$ cat config.mk
export PLATFORM = sky130hd
export DESIGN_NAME = hazard_scoreboard
export DESIGN_NICKNAME = d
export VERILOG_FILES = /design/src/rtl/hazard_scoreboard.sv
export SDC_FILE = /design/constraint.sdc
export NUM_CORES = 1
export LEC_CHECK = 0
export CAP_MARGIN = 10
export CORE_MARGIN = 5
export CORE_UTILIZATION = 30
export DETAILED_ROUTE_END_ITERATION = 12
export PLACE_DENSITY = 0.58
export SLEW_MARGIN = 20
export SYNTH_ARGS = -nofsm -noshare
export SYNTH_HDL_FRONTEND = slang
export SYNTH_SLANG_ARGS = --single-unit
$ cat constraint.sdc
create_clock -name clk -period 4.65 [get_ports clk]
set_input_delay 0.93 -clock clk [delete_from_list [all_inputs] [get_ports clk]]
set_output_delay 0.93 -clock clk [all_outputs]
set_load 0.03 [all_outputs]
$ cat src/rtl/hazard_scoreboard.sv
// Load-use hazard detection and forward-select generation for the instruction in ID.
// Tracks in-flight register writers across EX/MEM/WB in a 3-slot shift pipeline.
module hazard_scoreboard #(
  parameter int REG_AW   = 5,
  parameter int STALL_CW = 16
) (
  input  logic                clk,
  input  logic                rst_n,
  input  logic                id_valid,
  input  logic [REG_AW-1:0]   id_rd,
  input  logic                id_reg_write,
  input  logic                id_is_load,
  input  logic [REG_AW-1:0]   id_rs1,
  input  logic [REG_AW-1:0]   id_rs2,
  input  logic                id_use_rs1,
  input  logic                id_use_rs2,
  input  logic                hold,
  input  logic                flush,
  output logic                stall,
  output logic [1:0]          fwd_a,
  output logic [1:0]          fwd_b,
  output logic [31:0]         busy_mask,
  output logic [STALL_CW-1:0] stall_cnt
);

  logic              ex_v, mem_v, wb_v;
  logic [REG_AW-1:0] ex_rd, mem_rd, wb_rd;
  logic              ex_ld, mem_ld, wb_ld;

  logic       ex_a, ex_b, mem_a, mem_b;
  logic       enter_v;
  logic [1:0] fwd_a_nxt, fwd_b_nxt;

  // x0 never matches, so writes to x0 never cause a stall or a forward
  function automatic logic match(input logic v, input logic use_bit,
                                 input logic [REG_AW-1:0] rs,
                                 input logic [REG_AW-1:0] rd);
    return v & use_bit & (rs != '0) & (rs == rd);
  endfunction

  assign ex_a  = match(ex_v,  id_use_rs1, id_rs1, ex_rd);
  assign ex_b  = match(ex_v,  id_use_rs2, id_rs2, ex_rd);
  assign mem_a = match(mem_v, id_use_rs1, id_rs1, mem_rd);
  assign mem_b = match(mem_v, id_use_rs2, id_rs2, mem_rd);

  assign stall   = id_valid & ~flush & ~hold & ex_ld & (ex_a | ex_b);
  assign enter_v = id_valid & id_reg_write & (id_rd != '0) & ~stall & ~flush;

  // Nearest producer wins; WB-slot matches fall back to the regfile
  always_comb begin
    fwd_a_nxt = 2'b00;
    fwd_b_nxt = 2'b00;
    if (id_valid & ~flush & ~stall) begin
      if (ex_a & ~ex_ld)  fwd_a_nxt = 2'b01;
      else if (mem_a)     fwd_a_nxt = 2'b10;
      if (ex_b & ~ex_ld)  fwd_b_nxt = 2'b01;
      else if (mem_b)     fwd_b_nxt = 2'b10;
    end
  end

  always_ff @(posedge clk or negedge rst_n) begin
    if (!rst_n) begin
      ex_v      <= 1'b0;
      ex_rd     <= '0;
      ex_ld     <= 1'b0;
      mem_v     <= 1'b0;
      mem_rd    <= '0;
      mem_ld    <= 1'b0;
      wb_v      <= 1'b0;
      wb_rd     <= '0;
      wb_ld     <= 1'b0;
      fwd_a     <= 2'b00;
      fwd_b     <= 2'b00;
      stall_cnt <= '0;
    end else if (!hold) begin
      wb_v      <= mem_v;
      wb_rd     <= mem_rd;
      wb_ld     <= mem_ld;
      mem_v     <= ex_v;
      mem_rd    <= ex_rd;
      mem_ld    <= ex_ld;
      ex_v      <= enter_v;
      ex_rd     <= id_rd;
      ex_ld     <= id_is_load;
      fwd_a     <= fwd_a_nxt;
      fwd_b     <= fwd_b_nxt;
      if (stall && (stall_cnt != '1))
        stall_cnt <= stall_cnt + 1'b1;
    end
  end

  always_comb begin
    busy_mask = 32'd0;
    if (ex_v)  busy_mask = busy_mask | (32'd1 << ex_rd);
    if (mem_v) busy_mask = busy_mask | (32'd1 << mem_rd);
    if (wb_v)  busy_mask = busy_mask | (32'd1 << wb_rd);
  end

  logic unused_wb_ld;
  assign unused_wb_ld = wb_ld;

endmodule
### Yosys cells after proc, flatten, opt, wreduce, memory -nomap -nowiden

Cells that the tools add are included.

* $add $sub $neg: 1
* $mul: 0
* divide/modulo/power cells: 0
* $lt $le $gt $ge: 0
* equal/unequal tests: 5
* shift-type cells: 3
* muxes and demuxes: 9
* bitwise operators: 30
* reductions and logical operators: 5

Operators with widths (count)
* $mux W32: 3
* $shl A1 B5 Y32 const A: 3
* $or A32 B32 Y32: 2
* $and A1 B1 Y1: 23
* $eq A5 B5 Y1: 4
* $add A16 B1 Y16 const B: 1
* $ne A16 B16 Y1 const B: 1
* $reduce_bool A5 Y1: 3
* $mux W2: 6
* $not A1 Y1: 4
* $reduce_and A2 Y1: 1
* $logic_and A1 B1 Y1: 1
* $or A1 B1 Y1: 1

* register bits after elaboration: 39
* latch bits: 0
* bits in writable memories: 0
* ROM bits: 0
* output and inout port bits: 53
* logic and storage cells: 63
* memories kept: 0

### Depth between registers and ports, before layout

Gate-level depths: netlist of the first run.

* depth after elaboration: 8
* depth in mapped cells: 7

### Worst setup path before layout of the first run

OpenSTA, ideal clock, no wires.

* kind: input port to output port
* from: input id_rs2[4]
* to: output stall
* data arrival time: 2.127 ns
* slack: 1.593 ns
* stages: 4
* buffers on the path: 0
* cells stage by stage: xor2_1 nor2_1 nand4_2 a21oi_1

* cells in the longest elaborated chain, start to end: 5
* elaborated cells on any way between the ends: 6
* classes of those cells: eq/ne (1); bitwise (4); reduce/logical (1)

RTL lines
* from (decl): line 14 `input logic [REG_AW-1:0] id_rs2,`
* $reduce_bool A5 Y1: line 38 `return v & use_bit & (rs != '0) & (rs == rd);`
* $and A1 B1 Y1: line 38
* $and A1 B1 Y1 (*): line 38
* $or A1 B1 Y1 (*): line 46 `assign stall = id_valid & ~flush & ~hold & ex_ld & (ex_a | ex_b);`
* $and A1 B1 Y1 (*): line 46
* to (decl): line 19 `output logic stall,`

Every way passes the cells marked *; elsewhere a longest branch is shown, timed or not.

### Worst setup path in the final report of the first run

* from: input id_rs2[1]
* to: output stall

The elaborated chain is that of the path after synthesis.

==> results of run 1 <==
==> per-layer routing <==
metal  up-vias  wire (µm)
li1       1377          -
met2       113       4440
met1      1364       4100
met3        14        687
met5         -          0
met4         0        137
==> placed cells by master, fill, tap and decap left out, types with 3 or more instances in the layout <==
| cell type | instances |
|---|---|
| clkbuf_8 | 5 |
| xor2_1 | 27 |
| a21oi_1 | 6 |
| a22oi_1 | 6 |
| xnor2_1 | 8 |
| nor2_1 | 25 |
| nand4_2 | 3 |
| inv_1 | 4 |
| o21ai_1 | 4 |
| nand3_1 | 21 |
| nor3_1 | 9 |
| o221ai_1 | 11 |
| buf_4 | 3 |
| nand2_1 | 50 |
| clkdlybuf4s50_1 | 74 |
| dfrtp_1 | 39 |
| and2_1 | 4 |
| a211oi_1 | 7 |
| a221o_1 | 3 |
| nand4_1 | 10 |
| nor2b_1 | 12 |
| mux2_2 | 18 |
| a32oi_1 | 9 |
| nand2b_1 | 8 |
| or4_1 | 3 |
| o31ai_1 | 4 |
| nand4b_1 | 3 |
==> worst max-delay path by stage <==
| stage | start | to | slack [ns] | cells after the start |
|---|---|---|---|---|
| floorplan | id_rs2[4] | stall | 1.59 | 4 |
| global placement | id_rs2[1] | stall | 0.84 | 6 |
| detailed placement | id_rs2[1] | stall | 0.78 | 6 |
| CTS | id_rs2[1] | stall | 0.77 | 6 |
| global route | id_rs2[1] | stall | 0.66 | 6 |
| finish | id_rs2[1] | stall | 0.78 | 6 |
==> cells by family (layout without fill, tap and decap cells) <==
logic type,after synthesis,after routing,share of synthesized area (%)
xor gates and xnor gates,35,35,10.4
adders and majority gates,1,1,0.426
and+or+nand+nor,161,161,28.8
buffers and inverters,24,90,3.62
AOI/OAI and AO/OA,60,60,16.1
DFF,39,39,33.2
muxes,19,19,7.41
==> registers in the layout, indices dropped and copies added, names as in the netlist <==
| name | cells |
|---|---|
| mem_v | 1 |
| wb_rd | 5 |
| fwd_a | 2 |
| ex_ld | 1 |
| ex_rd | 5 |
| wb_v | 1 |
| ex_v | 1 |
| mem_rd | 5 |
| stall_cnt | 16 |
| fwd_b | 2 |
==> through the flow <==
| step | hold slack (ns) | total power, mW | instances | setup WS (ns) | utilization (%) |
|---|---|---|---|---|---|
| 6_report | 0.494 | 0.963 | 538 | 0.784 | 40.6 |
| 5_1_grt | 0.531 | 1.02 | 538 | 0.660 | 40.6 |
| 4_1_cts | 0.502 | 0.975 | 538 | 0.774 | 40.6 |
| 3_5_place_dp | 0.485 | 0.638 | 530 | 0.775 | 39.2 |
| 3_3_place_gp | 0.482 | 0.635 | 530 | 0.838 | 39.2 |
| 2_1_floorplan | 0.532 | 0.552 | 339 | 1.59 | - |
==> report_power, final <==
| group | internal, mW | switching, mW |
|---|---|---|
| Combinational | 0.0900 | 0.111 |
| Sequential | 0.361 | 0.0722 |
| Clock | 0.214 | 0.114 |
==> worst max-delay path: stages <==
cell and delay, ns:
clkdlybuf4s50_1 0.47, or4_1 0.56, o211a_1 0.23, nand4_2 0.32, a21oi_1 0.20, buf_4 0.21
==> layout make-up <==
type	instances	area, µm²	area share (%)
repair buffers	78	768	19.6
multi-input cells	276	1850	47.4
clock buffers	6	72.6	1.85
clock inverters	2	60.1	1.54
inverters	4	15.0	0.384
well taps	133	166	4.25
flip-flops and latches	39	976	24.9
==> metrics.csv, run 1 <==
stage,metric,value,unit
global_routing,busiest grt layer,met2,
global_routing,GR Layer Usage met2,26.6,%
placement,cell area after placement,3780,µm²
clock_network,CTS tree,done,
flow_run,max cap viols,0,
final_layout,final net count,429,
setup_path,CP endpoint kind,output port,
yosys,YS warnings,0,
setup_path,Setup crit start kind,input port,
setup_path,CP max FO,17,
power_and_ir_drop,Leakage,1.52,nW
floorplan,row count,36,
yosys,main flop type after synthesis,dfrtp_1,
worst_hold_path,Hold Path Depth,1,
clock_network,# hold bufs at CTS,0,
global_routing,met1 Usage GRT,20.7,%
timing,Max Clk Rate,259,MHz
timing,Final period util,83.1,%
global_routing,largest net degree at the start of global routing,40,
clock_network,Clock Latency Late Sink,0.29,ns
floorplan,core area,9640,µm²
worst_hold_path,hold_sp,stall_cnt[15],
timing,RSZ-0062 raised after global routing,false,
run_status,outcome,"complete, no violations",
yosys,cells after synthesis,339,
placement,IO buf count,76,
route,WL per Instance,17.4,µm
power_and_ir_drop,peak supply drop,0.123,mV
clock_network,CTS Sinks,39,
timing,Final Hold Vio Count,0,
final_layout,Fillers,1002,
setup_path,R2R cell count,5,
floorplan,IO Count,77,
final_layout,# diodes,0,
setup_path,"reg-to-reg slack, setup",2.35,ns
yosys,"flops & latches, synth",39,
yosys,Post-synth EDFFs,0,
timing,actual slew at the worst max-slew pin,0.861,ns
route,vias after detailed routing,2868,
placement,routability cong.,0.971,
route,DRC violations left,0,
floorplan,DIE WIDTH,109,µm
yosys,cell taking the most area after synthesis,dfrtp_1,
clock_network,Num CTS Buffers,5,
setup_path,Worst EP required,3.72,ns
worst_hold_path,Worst Hold Path EP,stall_cnt[15],
clock_network,post_cts resized,0,
global_routing,initial antenna violation count,0,
yosys,mapped cell area,2940,µm²
route,final antenna-violating net count,0,
floorplan,Die Y,109,µm
yosys,Mapped Avg Cell Area,8.66,µm²
clock_network,H-tree levels,2,
timing,fin. max-slew vios,0,
placement,Post-DP HPWL,7220,µm
timing,Worst slew margin,42.6,%
route,"wirelength, routed",9370,µm
yosys,Unique masters post-synth,48,
floorplan,die area,11900,µm²
yosys,share of Yosys cell area claimed by the top area cell type,33.2,%
setup_path,"Worst Path Class, Setup",in2out,
setup_path,R2R Path Start,ex_rd[2],
clock_network,clock tree buffer depth,2,
timing,clk_skew,0.00729,ns
yosys,Synth area leaders,"dfrtp_1, xor2_1, mux2_2",
yosys,most frequent cell after synthesis,nand2_1,
global_routing,M3 GR Usage,3.67,%
timing,final setup TNS,0,ns
route,vias per cell,5.33,
final_layout,final instance area,3910,µm²
clock_network,"CTS clk-pin slew, worst paths",0.07,ns
yosys,Async SR Flop Fraction,100,%
setup_path,R2R Path End,stall_cnt[1],
clock_network,root buf cell,clkbuf_8,
global_routing,vias in the first global route,2804,
global_routing,first-pass GRT wire length,14900,µm
clock_network,"Setup Fix Bufs, Post-CTS",0,
floorplan,Initial Util,30.5,%
timing,Setup Viol. Count Final,0,
route,Detailed Route Iter0 Violations,127,
timing,final worst path period need,3.87,ns
final_layout,share of cells above drive strength 1,10.1,%
route,Pre-antenna DRT Iters,4,
setup_path,CP arrival,2.94,ns
worst_hold_path,HP Class,reg2reg,
yosys,sequential share of the synthesized area,33.2,%
global_routing,Global Route Usage Sum,15.9,%
global_routing,global route overflow,0,
power_and_ir_drop,pwr dens,246,nW/µm²
yosys,Post-synth top cells,"nand2_1, dfrtp_1, xor2_1",
yosys,syn_nets,364,
final_layout,Area Overhead vs Synth,33.2,%
Power figures use the tool's default switching activity.
==> inputs of run 2 (changes only) <==
==> constraint.sdc (replaced) <==
create_clock -name clk -period 3.8 [get_ports clk]
set_input_delay 0.76 -clock clk [delete_from_list [all_inputs] [get_ports clk]]
set_output_delay 0.76 -clock clk [all_outputs]
set_load 0.03 [all_outputs]
==> run 2 against run 1 <==
Wire length increased by 1.5%. Final cell count increased by 0.56%. Design area rose by 0.19%. Critical path depth stayed put. Non-clock buffer count up 3. Global-route usage grew 0.45 points. Highest routed layer unchanged. Count of clock-buffer cells in the layout unchanged. Via count is 0.10% higher. Clock skew shrank 0.0016 ns.
==> metrics.csv, run 2 (synthesized netlist as in run 1, its figures left out) <==
stage,metric,value,unit
timing,Max Clk Rate,301,MHz
setup_path,CP max FO,11,
clock_network,"CTS clk-pin slew, worst paths",0.08,ns
timing,final setup margin,0.479,ns
floorplan,DIE WIDTH,109,µm
timing,Setup Viol. Count Final,0,
setup_path,Setup crit start kind,register,
final_layout,"Core Util, Final",40.7,%
clock_network,# hold bufs at CTS,0,
timing,RSZ-0062 raised after global routing,false,
power_and_ir_drop,Switching Power,365,µW
timing,final setup TNS,0,ns
clock_network,root buf cell,clkbuf_8,
clock_network,post_cts resized,0,
setup_path,Worst EP required,3.04,ns
placement,routability cong.,0.962,
final_layout,"commonest non-fill, non-tap cell in the layout",clkdlybuf4s50_1,
power_and_ir_drop,Leakage,1.53,nW
placement,Post-Place Setup Slack,0.604,ns
clock_network,clock tree buffer depth,2,
timing,actual slew at the worst max-slew pin,0.890,ns
route,final antenna-violating net count,0,
setup_path,CP arrival,2.56,ns
worst_hold_path,Worst Hold Path EP,stall_cnt[14],
timing,fin. max-slew vios,0,
floorplan,IO Count,77,
floorplan,Initial Util,30.5,%
power_and_ir_drop,Comb pwr share,21.9,%
final_layout,Area Overhead vs Synth,33.5,%
power_and_ir_drop,peak supply drop,0.167,mV
final_layout,share of cells above drive strength 1,11.0,%
route,DRC violations left,0,
floorplan,Die Y,109,µm
worst_hold_path,HP Class,reg2reg,
route,Detailed Route Iter0 Violations,130,
route,vias after detailed routing,2871,
run_status,outcome,"complete, no violations",
setup_path,R2R cell count,6,
route,vias per cell,5.31,
setup_path,CP endpoint kind,output port,
global_routing,Global Route Usage Sum,16.4,%
clock_network,Num CTS Buffers,5,
power_and_ir_drop,Reg power frac,46.8,%
worst_hold_path,Hold Path Depth,1,
global_routing,first-pass GRT wire length,15400,µm
global_routing,initial antenna violation count,0,
setup_path,"reg-to-reg slack, setup",1.70,ns
clock_network,CTS tree,done,
worst_hold_path,hold_sp,stall_cnt[14],
setup_path,R2R Path Start,ex_rd[3],
final_layout,# diodes,0,
power_and_ir_drop,Net Sw Frac,32.3,%
clock_network,CTS Sinks,39,
final_layout,Largest register FFs,16,
timing,Final Hold Vio Count,0,
global_routing,vias in the first global route,2886,
floorplan,row count,36,
power_and_ir_drop,Internal,765,µW
timing,Final period util,87.4,%
floorplan,die area,11900,µm²
clock_network,H-tree levels,2,
placement,Post-DP HPWL,7240,µm
route,Pre-antenna DRT Iters,4,
global_routing,global route overflow,0,
setup_path,"Worst Path Class, Setup",reg2out,
flow_run,max cap viols,0,
final_layout,most frequent cells in the layout,"clkdlybuf4s50_1, nand2_1, dfrtp_1",
clock_network,"Setup Fix Bufs, Post-CTS",0,
final_layout,final net count,432,
timing,final worst path period need,3.32,ns
placement,IO buf count,76,
final_layout,Fillers,983,
route,WL per Instance,17.6,µm
power_and_ir_drop,pwr dens,288,nW/µm²
final_layout,Largest Register,stall_cnt,
global_routing,largest net degree at the start of global routing,40,
power_and_ir_drop,Clock power frac,31.3,%
timing,Worst slew margin,40.7,%
clock_network,Clock Latency Late Sink,0.28,ns
setup_path,R2R Path End,stall_cnt[11],
floorplan,core area,9640,µm²
route,"wirelength, routed",9510,µm
timing,clk_skew,0.00565,ns
run 2: cell types whose count changed in the layout (fill, tap and decap cells not counted), sizes merged:
cell | previous run | this run
buf | 4 | 7
bufinv | 2 | 1
clkinv | 0 | 1
run 2: power groups by stage:
stage | clock (mW) | sequential, mW | combinational [mW]
6_report | 0.354 | 0.529 | 0.248
5_1_grt | 0.385 | 0.536 | 0.272
4_1_cts | 0.367 | 0.528 | 0.247
3_5_place_dp | 0 | 0.537 | 0.247
3_3_place_gp | 0 | 0.538 | 0.245
2_1_floorplan | 0 | 0.475 | 0.200
run 2: per-layer routing:
metal / part of all wire, % / routed length [µm] / track usage [%]
met1: 46 / 4360 / 22.5
met2: 47 / 4430 / 25.8
met3: 6.4 / 604 / 3.61
met4: 1.2 / 116 / 4.60
met5: 0 / 0 / 0
run 2: per-stage QoR:
step           hold WS, ns  instance area, µm²  cells  total power [mW]
5_1_grt              0.541                3920    541              1.19
4_1_cts              0.500                3920    541              1.14
3_3_place_gp         0.482                3800    533             0.782
3_5_place_dp         0.482                3800    533             0.783
6_report             0.492                3920    541              1.13
2_1_floorplan        0.464                2940    339             0.675
run 2: critical path, cell delays in order, from the launching register on:
cell and delay, ns:
dfrtp_1 0.61, nand2b_1 0.25, or2_2 0.37, nor3_1 0.15, a31oi_1 0.06, o21ai_1 0.13
clkdlybuf4s50_1 0.71
run 2: area by class of cell:
class | instances | area (µm²) | share of cell area (%)
multi-input cells | 276 | 1850 | 47.3
flip-flops and latches | 39 | 976 | 24.9
repair buffers | 81 | 791 | 20.2
well taps | 133 | 166 | 4.25
clock buffers | 6 | 82.6 | 2.11
clock inverters | 2 | 35.0 | 0.894
inverters | 4 | 15.0 | 0.383
run 2: worst max-delay path by stage:
stage / start / to / slack [ns] / cells past startpoint
after floorplan: id_rs2[4] / stall / 1.08 / 4
after global placement: id_rs2[1] / stall / 0.63 / 6
after detailed placement: id_rs2[1] / stall / 0.60 / 6
after CTS: ex_rd[0] / busy_mask[17] / 0.47 / 6
after global routing: ex_rd[2] / busy_mask[9] / 0.35 / 5
final: ex_rd[0] / busy_mask[17] / 0.48 / 6
==> inputs of run 3 (changes only) <==
--- a/config.mk
+++ b/config.mk
@@ -9,6 +9,7 @@
 export CORE_MARGIN = 5
 export CORE_UTILIZATION = 30
 export DETAILED_ROUTE_END_ITERATION = 12
+export GPL_TIMING_DRIVEN = 1
 export PLACE_DENSITY = 0.58
 export SLEW_MARGIN = 20
 export SYNTH_ARGS = -nofsm -noshare
==> results of run 3 <==
No change in the layout: final DEF, timing and power equal those of run 2.
